`config.mk`:
```
export PLATFORM = sky130hd
export DESIGN_NAME = wb_arbiter_2to1
export DESIGN_NICKNAME = d
export VERILOG_FILES = /design/src/rtl/wb_arbiter_2to1.sv
export SDC_FILE = /design/constraint.sdc
export NUM_CORES = 1
export LEC_CHECK = 0
export BUFFER_PORTS_ARGS = -buffer_cell sky130_fd_sc_hd__buf_2
export CAP_MARGIN = 20
export CORE_AREA = 5 5 126 128
export CTS_CLUSTER_DIAMETER = 120
export DETAILED_ROUTE_END_ITERATION = 10
export DIE_AREA = 0 0 131 133
export GPL_TIMING_DRIVEN = 0
export PLACE_DENSITY_LB_ADDON = 0.25
export SYNTH_ARGS = -nofsm -noshare
export SYNTH_HDL_FRONTEND = slang
export SYNTH_SLANG_ARGS = --single-unit
```
`constraint.sdc`:
```
create_clock -name clk -period 4.7 [get_ports clk]
set_clock_uncertainty 0.05 [all_clocks]
set_input_delay 0.47 -clock clk [delete_from_list [all_inputs] [get_ports clk]]
set_output_delay 0.47 -clock clk [all_outputs]
set_load 0.05 [all_outputs]
```
`src/rtl/wb_arbiter_2to1.sv`:
```
// Two-master, one-slave Wishbone B4 arbiter. A grant is held for the whole bus cycle,
// and a stall watchdog aborts a hung transfer with an error pulse.
module wb_arbiter_2to1 #(
  parameter int FAIR    = 1,
  parameter int TIMEOUT = 255
) (
  input  logic        clk,
  input  logic        rst,
  input  logic [31:0] m0_addr,
  input  logic [31:0] m0_dat_w,
  input  logic [3:0]  m0_sel,
  input  logic        m0_cyc,
  input  logic        m0_stb,
  input  logic [2:0]  m0_cti,
  input  logic [1:0]  m0_bte,
  input  logic        m0_we,
  output logic [31:0] m0_dat_r,
  output logic        m0_ack,
  output logic        m0_err,
  input  logic [31:0] m1_addr,
  input  logic [31:0] m1_dat_w,
  input  logic [3:0]  m1_sel,
  input  logic        m1_cyc,
  input  logic        m1_stb,
  input  logic [2:0]  m1_cti,
  input  logic [1:0]  m1_bte,
  input  logic        m1_we,
  output logic [31:0] m1_dat_r,
  output logic        m1_ack,
  output logic        m1_err,
  output logic [31:0] s_addr,
  output logic [31:0] s_dat_w,
  output logic [3:0]  s_sel,
  output logic        s_cyc,
  output logic        s_stb,
  output logic [2:0]  s_cti,
  output logic [1:0]  s_bte,
  output logic        s_we,
  input  logic [31:0] s_dat_r,
  input  logic        s_ack
);

  typedef enum logic [1:0] {IDLE, GNT0, GNT1, ABORT} state_t;

  localparam logic [15:0] TO    = TIMEOUT[15:0];
  localparam bit          WD_EN = (TIMEOUT != 0);

  state_t      state, state_nxt;
  logic        last, last_nxt;
  logic        owner, owner_nxt;
  logic [15:0] cnt, cnt_nxt;

  logic gx, cyc_x, stb_x, own_cyc, any_req, pick;

  // Ties go to the master that was not granted last, or always to m1 when not fair.
  function automatic logic arb(input logic c0, input logic c1, input logic lst);
    if (c0 && !c1) return 1'b0;
    if (c1 && !c0) return 1'b1;
    if (FAIR != 0) return ~lst;
    return 1'b1;
  endfunction

  assign gx       = (state == GNT1);
  assign cyc_x    = gx ? m1_cyc : m0_cyc;
  assign stb_x    = gx ? m1_stb : m0_stb;
  assign own_cyc  = owner ? m1_cyc : m0_cyc;
  assign any_req  = m0_cyc | m1_cyc;
  assign pick     = arb(m0_cyc, m1_cyc, last);
  assign m0_dat_r = s_dat_r;
  assign m1_dat_r = s_dat_r;

  always_comb begin
    state_nxt = state;
    last_nxt  = last;
    owner_nxt = owner;
    cnt_nxt   = '0;
    s_addr    = '0;
    s_dat_w   = '0;
    s_sel     = '0;
    s_cyc     = 1'b0;
    s_stb     = 1'b0;
    s_cti     = '0;
    s_bte     = '0;
    s_we      = 1'b0;
    m0_ack    = 1'b0;
    m1_ack    = 1'b0;
    m0_err    = 1'b0;
    m1_err    = 1'b0;
    unique case (state)
      IDLE: begin
        if (any_req) begin
          state_nxt = pick ? GNT1 : GNT0;
          last_nxt  = pick;
        end
      end
      GNT0, GNT1: begin
        s_addr  = gx ? m1_addr  : m0_addr;
        s_dat_w = gx ? m1_dat_w : m0_dat_w;
        s_sel   = gx ? m1_sel   : m0_sel;
        s_cyc   = cyc_x;
        s_stb   = stb_x;
        s_cti   = gx ? m1_cti   : m0_cti;
        s_bte   = gx ? m1_bte   : m0_bte;
        s_we    = gx ? m1_we    : m0_we;
        if (gx) m1_ack = s_ack;
        else    m0_ack = s_ack;
        // A late ack in the expiry cycle still completes the transfer.
        if (WD_EN && cnt == TO && !s_ack) begin
          s_cyc     = 1'b0;
          s_stb     = 1'b0;
          m0_ack    = 1'b0;
          m1_ack    = 1'b0;
          m0_err    = ~gx;
          m1_err    = gx;
          owner_nxt = gx;
          state_nxt = ABORT;
        end else if (!cyc_x) begin
          if (any_req) begin
            state_nxt = pick ? GNT1 : GNT0;
            last_nxt  = pick;
          end else begin
            state_nxt = IDLE;
          end
        end else if (WD_EN && stb_x && !s_ack) begin
          cnt_nxt = cnt + 16'd1;
        end
      end
      ABORT: begin
        if (!own_cyc) begin
          if (any_req) begin
            state_nxt = pick ? GNT1 : GNT0;
            last_nxt  = pick;
          end else begin
            state_nxt = IDLE;
          end
        end
      end
      default: state_nxt = IDLE;
    endcase
  end

  always_ff @(posedge clk or posedge rst) begin
    if (rst) begin
      state <= IDLE;
      last  <= 1'b1;
      owner <= 1'b0;
      cnt   <= '0;
    end else begin
      state <= state_nxt;
      last  <= last_nxt;
      owner <= owner_nxt;
      cnt   <= cnt_nxt;
    end
  end

endmodule

```
## Yosys cells after proc, flatten, opt, wreduce, memory -nomap -nowiden

Index checks and enable logic that the tools add are counted.
Widths: inputs -> output; s select.

| storage, ports and cells | value |
|---|---|
| word-level logic and storage cells | 84 |
| bits in registers | 20 |
| bits of input ports | 187 |
| output and inout bits | 144 |

| operators by class | value |
|---|---|
| reductions and logical operators | 12 |
| eq/ne operators | 9 |
| mux-type cells | 55 |
| add/subtract/negate cells | 1 |
| bitwise operators | 3 |

Operators by type and width:

| kind | count |
|---|---|
| $mux 32 | 4 |
| $mux 16 | 4 |
| $mux 1 | 33 |
| $add 16x1->16 const B | 1 |
| $eq 16x8->1 const B | 1 |
| $mux 2 | 8 |
| $mux 4 | 2 |
| $ne 2x2->1 const B | 4 |
| $mux 3 | 2 |
| $pmux 2 s3 | 1 |
| $reduce_and 3->1 | 2 |
| $eq 2x2->1 const B | 2 |
| $logic_and 1x1->1 | 4 |
| $logic_not 1->1 | 3 |
| $ne 3x3->1 const B | 1 |
| $pmux 1 s3 | 1 |
| $eq 2x1->1 const B | 1 |
| $logic_not 2->1 | 1 |
| $not 1->1 | 2 |
| $reduce_and 2->1 | 1 |
| $reduce_or 2->1 | 1 |
| $or 1x1->1 | 1 |

## Depth between registers and ports, before layout

Gate-level depths: netlist of run 1.

| depth | value |
|---|---|
| depth after elaboration | 14 |
| mapped depth | 9 |
| gate-level depth less buffers | 6 |

## Least setup slack after synthesis of run 1

OpenSTA, ideal clock, no wires.

| timing | value |
|---|---|
| path type | reg2out |
| start point | register state[1] |
| end point | output s_cyc |
| buffers on the path | 2 |
| data required time | 4.180 ns |
| arrival | 2.285 ns |
| cell stages (with the launch flop) | 7 |
| slack | 1.895 ns |
| cell sequence | dfrtp_1 inv_1 ha_1 clkbuf_2 clkinv_1 clkbuf_1 nor3_1 |

| on the way | value |
|---|---|
| word-level cells in the longest chain between the ends | 4 |
| elaborated cells between the ends (all ways) | 6 |
| those cells by class | eq/ne (2); mux (3); reduce/logical (1) |

Ends and longest elaborated chain:

| element | line | text |
|---|---|---|
| start: declaration | 48 | `state_t state, state_nxt;` |
| start signal: assignment | 149 | `state <= state_nxt;` |
| $eq 2x2->1 | 63, 89 |  |
| $mux 1 | 64 | `assign cyc_x = gx ? m1_cyc : m0_cyc;` |
| $mux 1 | 108 | `if (WD_EN && cnt == TO && !s_ack) begin` |
| $mux 1 * | 89 | `unique case (state)` |
| end: declaration | 34 | `output logic s_cyc,` |

Mark *: on every way between the ends. The rest lies on a longest branch, timed or not.

## Worst setup path after layout of run 1

| timing | value |
|---|---|
| start point | register state[0] |
| end point | output s_dat_w[23] |

| on the way | value |
|---|---|
| word-level cells in the longest chain between the ends | 3 |
| elaborated cells between the ends (all ways) | 5 |
| those cells by class | eq/ne (2); mux (2); reduce/logical (1) |

Ends and longest elaborated chain:

| element | line | text |
|---|---|---|
| $eq 2x2->1 / $eq 2x1->1 (equally long branches) | 63, 89 |  |
| $mux 32 / $reduce_or 2->1 (equally long branches) | 98, 89 |  |
| $mux 32 * | 89 |  |
| end: declaration | 32 | `output logic [31:0] s_dat_w,` |

Marked as above.

==> results of run 1 <==
## per-layer routing
layer | wire [um] | share of wire [%] | GRT usage [%]
met2 | 6440 | 45 | 23.5
met1 | 5970 | 42 | 20.2
met5 | 0 | 0 | 0
met3 | 1800 | 13 | 4.44
met4 | 136 | 0.95 | 1.14
## critical path, stage by stage, from the launching register on
cell and delay [ns]:
dfrtp_1 0.35, inv_1 0.08, ha_1 0.28, clkbuf_2 0.18, clkinv_1 0.23, clkbuf_1 0.34
clkbuf_1 0.30, nor2_1 0.41, buf_2 0.35
## worst min path at each step
| stage | cells after the start | endpoint | start |
|---|---|---|---|
| CTS | 2 | cnt[6] | rst |
| detailed placement | 1 | cnt[0] | cnt[0] |
| floorplan | 1 | cnt[0] | rst |
| global route | 2 | cnt[6] | rst |
| global placement | 1 | cnt[0] | cnt[0] |
| finish | 2 | cnt[6] | rst |
## registers in the layout, summed over array words and instances (netlist names)
register and cells:
cnt 16, last 1, owner 1, state 2
## power groups by stage
stage	Combinational, mW	Clock, mW	Sequential (mW)
3_3_place_gp	3.00	0	0.206
2_1_floorplan	2.22	0	0.203
5_1_grt	3.13	0.192	0.205
4_1_cts	3.01	0.184	0.203
3_5_place_dp	3.00	0	0.206
6_report	2.96	0.178	0.203
## cells in the mapped netlist (all sizes together), types with 2 or more instances
cell,number,area share [%]
a21oi,2,0.36
a31oi,2,0.45
and2,3,0.68
and3,4,0.95
and4,2,0.72
buf,71,19
clkbuf,13,1.8
dfrtp,19,17
ha,4,1.8
inv,8,1.1
mux2i,78,28
nand2,7,0.95
nand3,6,1.1
nand4,2,0.99
nor2,100,14
nor3,5,0.90
or3,2,0.45
or4,2,0.68
xnor2,7,2.2
xor2,7,2.2
## logic make-up (layout without fill, tap and decap cells)
logic type,after synthesis,after routing,share of synthesized area [%]
fa+ha+maj,4,4,1.80
other cells,0,1,0
xor+xnor,14,14,4.42
mux,79,79,28.5
compound gates,14,14,3.65
flops,20,20,18.1
simple gates,135,135,21.6
buf+inv,93,395,21.9
## stage by stage
step | hold WS [ns] | std cells | total power, mW | util (%) | setup WS [ns]
2_1_floorplan | 0.383 | 359 | 2.42 | - | 1.90
3_3_place_gp | 0.434 | 845 | 3.21 | 30.5 | 1.76
3_5_place_dp | 0.431 | 845 | 3.20 | 30.5 | 1.70
4_1_cts | 0.367 | 849 | 3.39 | 31.1 | 1.43
5_1_grt | 0.424 | 849 | 3.53 | 31.1 | 1.20
6_report | 0.318 | 850 | 3.34 | 31.1 | 1.40
## area by class of cell
| class | count | area [sq um] | area share [%] |
|---|---|---|---|
| Tap cell | 188 | 235 | 5.13 |
| Sequential cell | 20 | 502 | 10.9 |
| Multi-Input combinational cell | 246 | 1670 | 36.4 |
| Inverter | 9 | 33.8 | 0.737 |
| Timing Repair Buffer | 298 | 1490 | 32.5 |
| Antenna cell | 1 | 2.50 | 0.0546 |
| Buffer | 84 | 573 | 12.5 |
| Clock buffer | 4 | 78.8 | 1.72 |
==> impl_metrics.csv, run 1 <==
group,metric,value,unit
sta,hold_violations,0,
pwr,leakagePower,2.56,nW
clock_tree,cts_tree,"built",
global_routing,antenna_found_initial,0,
synth,yosysSeqAreaShare,18.1,%
worst_setup_path,path_max_fanout,10,
sta,worst_pin_slew,0.788,ns
pwr,power_frac_comb,88.6,%
pwr,seq_power_share,6.1,%
finish,area_delta_synth_final,65.1,%
finish,final_area,4580,sq um
pwr,powerDensity,730,nW/um^2
clock_tree,cts-resized-gates,0,
place,gp_congestion,0.822,
finish,finalNetCount,853,
synth,syn_avg_cell_area,7.73,sq um
synth,syn-num-nets,550,
worst_setup_path,cp-start-kind,"register",
detailed_routing,post-route-drc-count,0,
synth,yosysWarnings,0,
pwr,p_sw,2.35,mW
floorplanning,fp.dieW,131,um
synth,synth_area,2780,sq um
run,max_cap_violations,0,
place,dpl_cell_area,4500,sq um
worst_setup_path,r2r_setup_slack,2.41,ns
synth,ys_ff_latch,20,
worst_setup_path,cp.arrival,2.78,ns
clock_tree,clk_latency,0.25,ns
detailed_routing,routed_wl,14400,um
pwr,internal_power,0.998,mW
detailed_routing,dr.pass1.iters,4,
clock_tree,numCtsBuffers,3,
sta,slew_violations,0,
global_routing,grt-ovfl-total,0,
global_routing,grt_pass1_wl,19600,um
clock_tree,clkTransAtPathRegs,0.06,ns
synth,syn_inst,359,
worst_setup_path,startpoint,"state[0]",
finish,drive_gt1_share,57.6,%
worst_hold_path,hp-class,"primary input to asynchronous set/reset pin",
clock_tree,root_buffer,"clkbuf_16",
sta,period_minus_slack,3.30,ns
sta,setup-tns-final,0,ns
pwr,p_clk_share,5.3,%
sta,period_share,70.2,%
global_routing,grt_pass1_vias,3283,
worst_setup_path,critical_path_class,"register to primary output",
worst_setup_path,cp-end-kind,"primary output",
floorplanning,start_util,18.8,%
synth,synthArstFlopShare,100,%
synth,synth_flop_cell,"dfrtp_1",
floorplanning,ios,331,
worst_setup_path,r2r-start,"state[0]",
clock_tree,postCtsSetupBuffers,0,
sta,timing.fmax,303,MHz
detailed_routing,vias,3390,
pwr,max-vdd-ir-drop,0.377,mV
finish,final_cell_mix,"buf_2, nor2_1, mux2i_1",
detailed_routing,ant_nets,0,
detailed_routing,drtIter0Drc,98,
synth,yosysUniqueCellTypes,44,
sta,setup_viol,0,
global_routing,grt_max_degree,21,
clock_tree,cts-htree-levels,1,
worst_setup_path,r2r_cells,7,
clock_tree,numClockSinks,20,
floorplanning,die_h,133,um
pwr,swShare,70.2,%
clock_tree,ctsHoldBuffers,0,
synth,synth-edff-count,0,
place,io_buffers,298,
detailed_routing,wl_per_cell,16.9,um
detailed_routing,via_per_inst,3.99,
sta,rsz0062_at_grt,"no",
worst_setup_path,r2r_end,"last",
sta,slew_headroom,47.4,%
floorplanning,dieArea,17400,sq um
status,status,"complete, no violations",
finish,final_common_cell,"buf_2",
worst_setup_path,cp.required,4.18,ns
global_routing,grtUsageTotal,14.7,%
floorplanning,rows,45,
worst_setup_path,crit_path_end,"s_dat_w[23]",
clock_tree,clock_path_buffers,2,
floorplanning,core-area,14800,sq um
finish,n_fill_cell,1694,
place,dpl.hpwl,12700,um
No activity file was read; power rests on OpenSTA's default activity.
==> run 2: changes to the inputs <==
==> constraint.sdc (replaced) <==
create_clock -name clk -period 2.79 [get_ports clk]
set_clock_uncertainty 0.05 [all_clocks]
set_input_delay 0.279 -clock clk [delete_from_list [all_inputs] [get_ports clk]]
set_output_delay 0.279 -clock clk [all_outputs]
set_load 0.05 [all_outputs]
==> impl_metrics.csv, run 2 (same netlist as run 1, synthesis figures left out) <==
group,metric,value,unit
clock_tree,root_buffer,"clkbuf_16",
clock_tree,clkTransAtPathRegs,0.06,ns
clock_tree,numClockSinks,20,
clock_tree,cts_tree,"built",
detailed_routing,drtIter0Drc,105,
sta,period_share,95.8,%
detailed_routing,wl_per_cell,16.9,um
finish,area_delta_synth_final,68.3,%
pwr,max-vdd-ir-drop,0.611,mV
floorplanning,ios,331,
sta,timing.fmax,374,MHz
clock_tree,postCtsSetupBuffers,0,
worst_setup_path,startpoint,"state[0]",
worst_setup_path,cp.depth,7,
pwr,p_sw,4.01,mW
floorplanning,start_util,18.8,%
pwr,leakagePower,2.58,nW
finish,final_common_cell,"buf_2",
sta,rsz0062_at_grt,"yes",
run,max_cap_violations,0,
global_routing,busiest_layer,"met2",
status,status,"complete, no violations",
floorplanning,die_h,133,um
detailed_routing,post-route-drc-count,0,
detailed_routing,via_per_inst,3.99,
finish,final_util,31.7,%
sta,slew_violations,0,
global_routing,grt_pass1_vias,3277,
sta,worst_pin_slew,0.810,ns
worst_hold_path,hp-class,"primary input to asynchronous set/reset pin",
worst_setup_path,cp-end-kind,"primary output",
finish,largest_registers,"cnt: 16 flops, state: 2 flops",
worst_setup_path,cp.arrival,2.34,ns
clock_tree,clock_path_buffers,2,
floorplanning,dieArea,17400,sq um
worst_setup_path,crit_family,"buffers and inverters",
worst_setup_path,r2r-start,"state[0]",
worst_setup_path,cpMostUsedCell,"buf_4",
floorplanning,core-area,14800,sq um
sta,setup_viol,0,
finish,finalNetCount,853,
global_routing,grtUsageTotal,14.7,%
pwr,seq_power_share,5.9,%
detailed_routing,vias,3385,
finish,largest_register_ffs,16,
worst_setup_path,cp_slowest_stage_delay,0.55,ns
clock_tree,ctsHoldBuffers,0,
sta,hold_violations,0,
detailed_routing,ant_nets,0,
pwr,swShare,69.3,%
clock_tree,cts-htree-levels,1,
place,place_inst,845,
detailed_routing,routed_wl,14400,um
pwr,p_clk_share,5.2,%
clock_tree,clk_latency,0.25,ns
sta,slew_headroom,46.0,%
finish,n_fill_cell,1682,
finish,final_area,4670,sq um
finish,final_cells,849,
global_routing,met2_usage,23.5,%
pwr,powerDensity,1240,nW/um^2
global_routing,grt-ovfl-total,0,
place,io_buffers,298,
place,gp_congestion,0.822,
pwr,internal_power,1.78,mW
place,dpl_cell_area,4500,sq um
floorplanning,fp.dieW,131,um
pwr,power_frac_comb,88.9,%
finish,top_register,"cnt",
place,place_worst_setup_slack,-0.0147,ns
worst_setup_path,cp.required,2.46,ns
clock_tree,numCtsBuffers,3,
global_routing,grt_pass1_wl,19600,um
worst_setup_path,path_buf_inv,4,
worst_setup_path,r2r_end,"last",
finish,final_cell_mix,"buf_2, nor2_1, mux2i_1",
finish,drive_gt1_share,60.1,%
worst_setup_path,cp-start-kind,"register",
worst_setup_path,crit_path_top_delay_cell,"clkbuf_1",
floorplanning,rows,45,
global_routing,antenna_found_initial,0,
worst_setup_path,path_max_fanout,10,
detailed_routing,dr.pass1.iters,4,
worst_setup_path,crit_path_end,"s_dat_w[25]",
global_routing,use_met3,4.00,%
sta,period_minus_slack,2.67,ns
worst_setup_path,crit_chain,"inv_1 -> ha_1 -> buf_4 -> clkbuf_1 -> mux2i_1 -> nor2_2 -> buf_4",
worst_setup_path,r2r_setup_slack,0.60,ns
clock_tree,cts-resized-gates,30,
worst_setup_path,critical_path_class,"register to primary output",
place,dpl.hpwl,12700,um
pwr,power,5.79,mW
worst_setup_path,r2r_cells,7,
global_routing,grt_max_degree,21,
finish,num_antenna_cells,0,
sta,fin_ws,0.118,ns
global_routing,use_met1,20.6,%
-- run 2: changes by cell type in the layout (fill, tap and decap cells not counted), sizes merged --
cell and change:
buf -2, diode -1, clkbuf +2
-- run 2: worst min path at each step --
stage | to | slack (ns) | start
after detailed placement | cnt[0] | 0.43 | cnt[0]
after global routing | cnt[6] | 0.23 | rst
final | cnt[6] | 0.13 | rst
after floorplan | cnt[0] | 0.19 | rst
after global placement | cnt[0] | 0.43 | cnt[0]
after CTS | cnt[6] | 0.18 | rst
-- run 2: layer usage --
layer / share of wire (%) / routed length, um / vias up
li1: - / - / 1733
met4: 0.95 / 136 / 0
met3: 12 / 1650 / 6
met5: 0 / 0 / -
met1: 43 / 6130 / 1492
met2: 45 / 6440 / 154
-- run 2: through the flow --
stage	setup TNS [ns]	hold slack, ns
after global routing	-0.112	0.233
final	0	0.135
after detailed placement	-0.0268	0.431
after global placement	0	0.434
after floorplan	0	0.192
after CTS	0	0.176
-- run 2: area by class of cell --
class | count | area, sq um | area share, %
repair buffers | 298 | 1520 | 32.5
plain buffers | 84 | 586 | 12.5
well taps | 188 | 235 | 5.03
multi-input cells | 246 | 1720 | 36.8
inverters | 9 | 35.0 | 0.750
clock buffers | 4 | 78.8 | 1.69
flip-flops and latches | 20 | 502 | 10.7
-- run 2: power groups by stage --
stage | Sequential [mW] | Clock [mW] | Combinational, mW
after floorplan | 0.341 | 0 | 3.74
after global placement | 0.347 | 0 | 5.05
after detailed placement | 0.347 | 0 | 5.05
after CTS | 0.342 | 0.310 | 5.21
after global routing | 0.345 | 0.324 | 5.44
final | 0.341 | 0.302 | 5.15
-- run 2: worst register-to-register path: cells and delay by family (launching register included) --
| family | cells | cell delay [ns] |
|---|---|---|
| buf+inv | 3 | 0.42 |
| compound gates | 1 | 0.23 |
| flops | 1 | 0.35 |
| simple gates | 2 | 0.78 |
| fa+ha+maj | 1 | 0.28 |
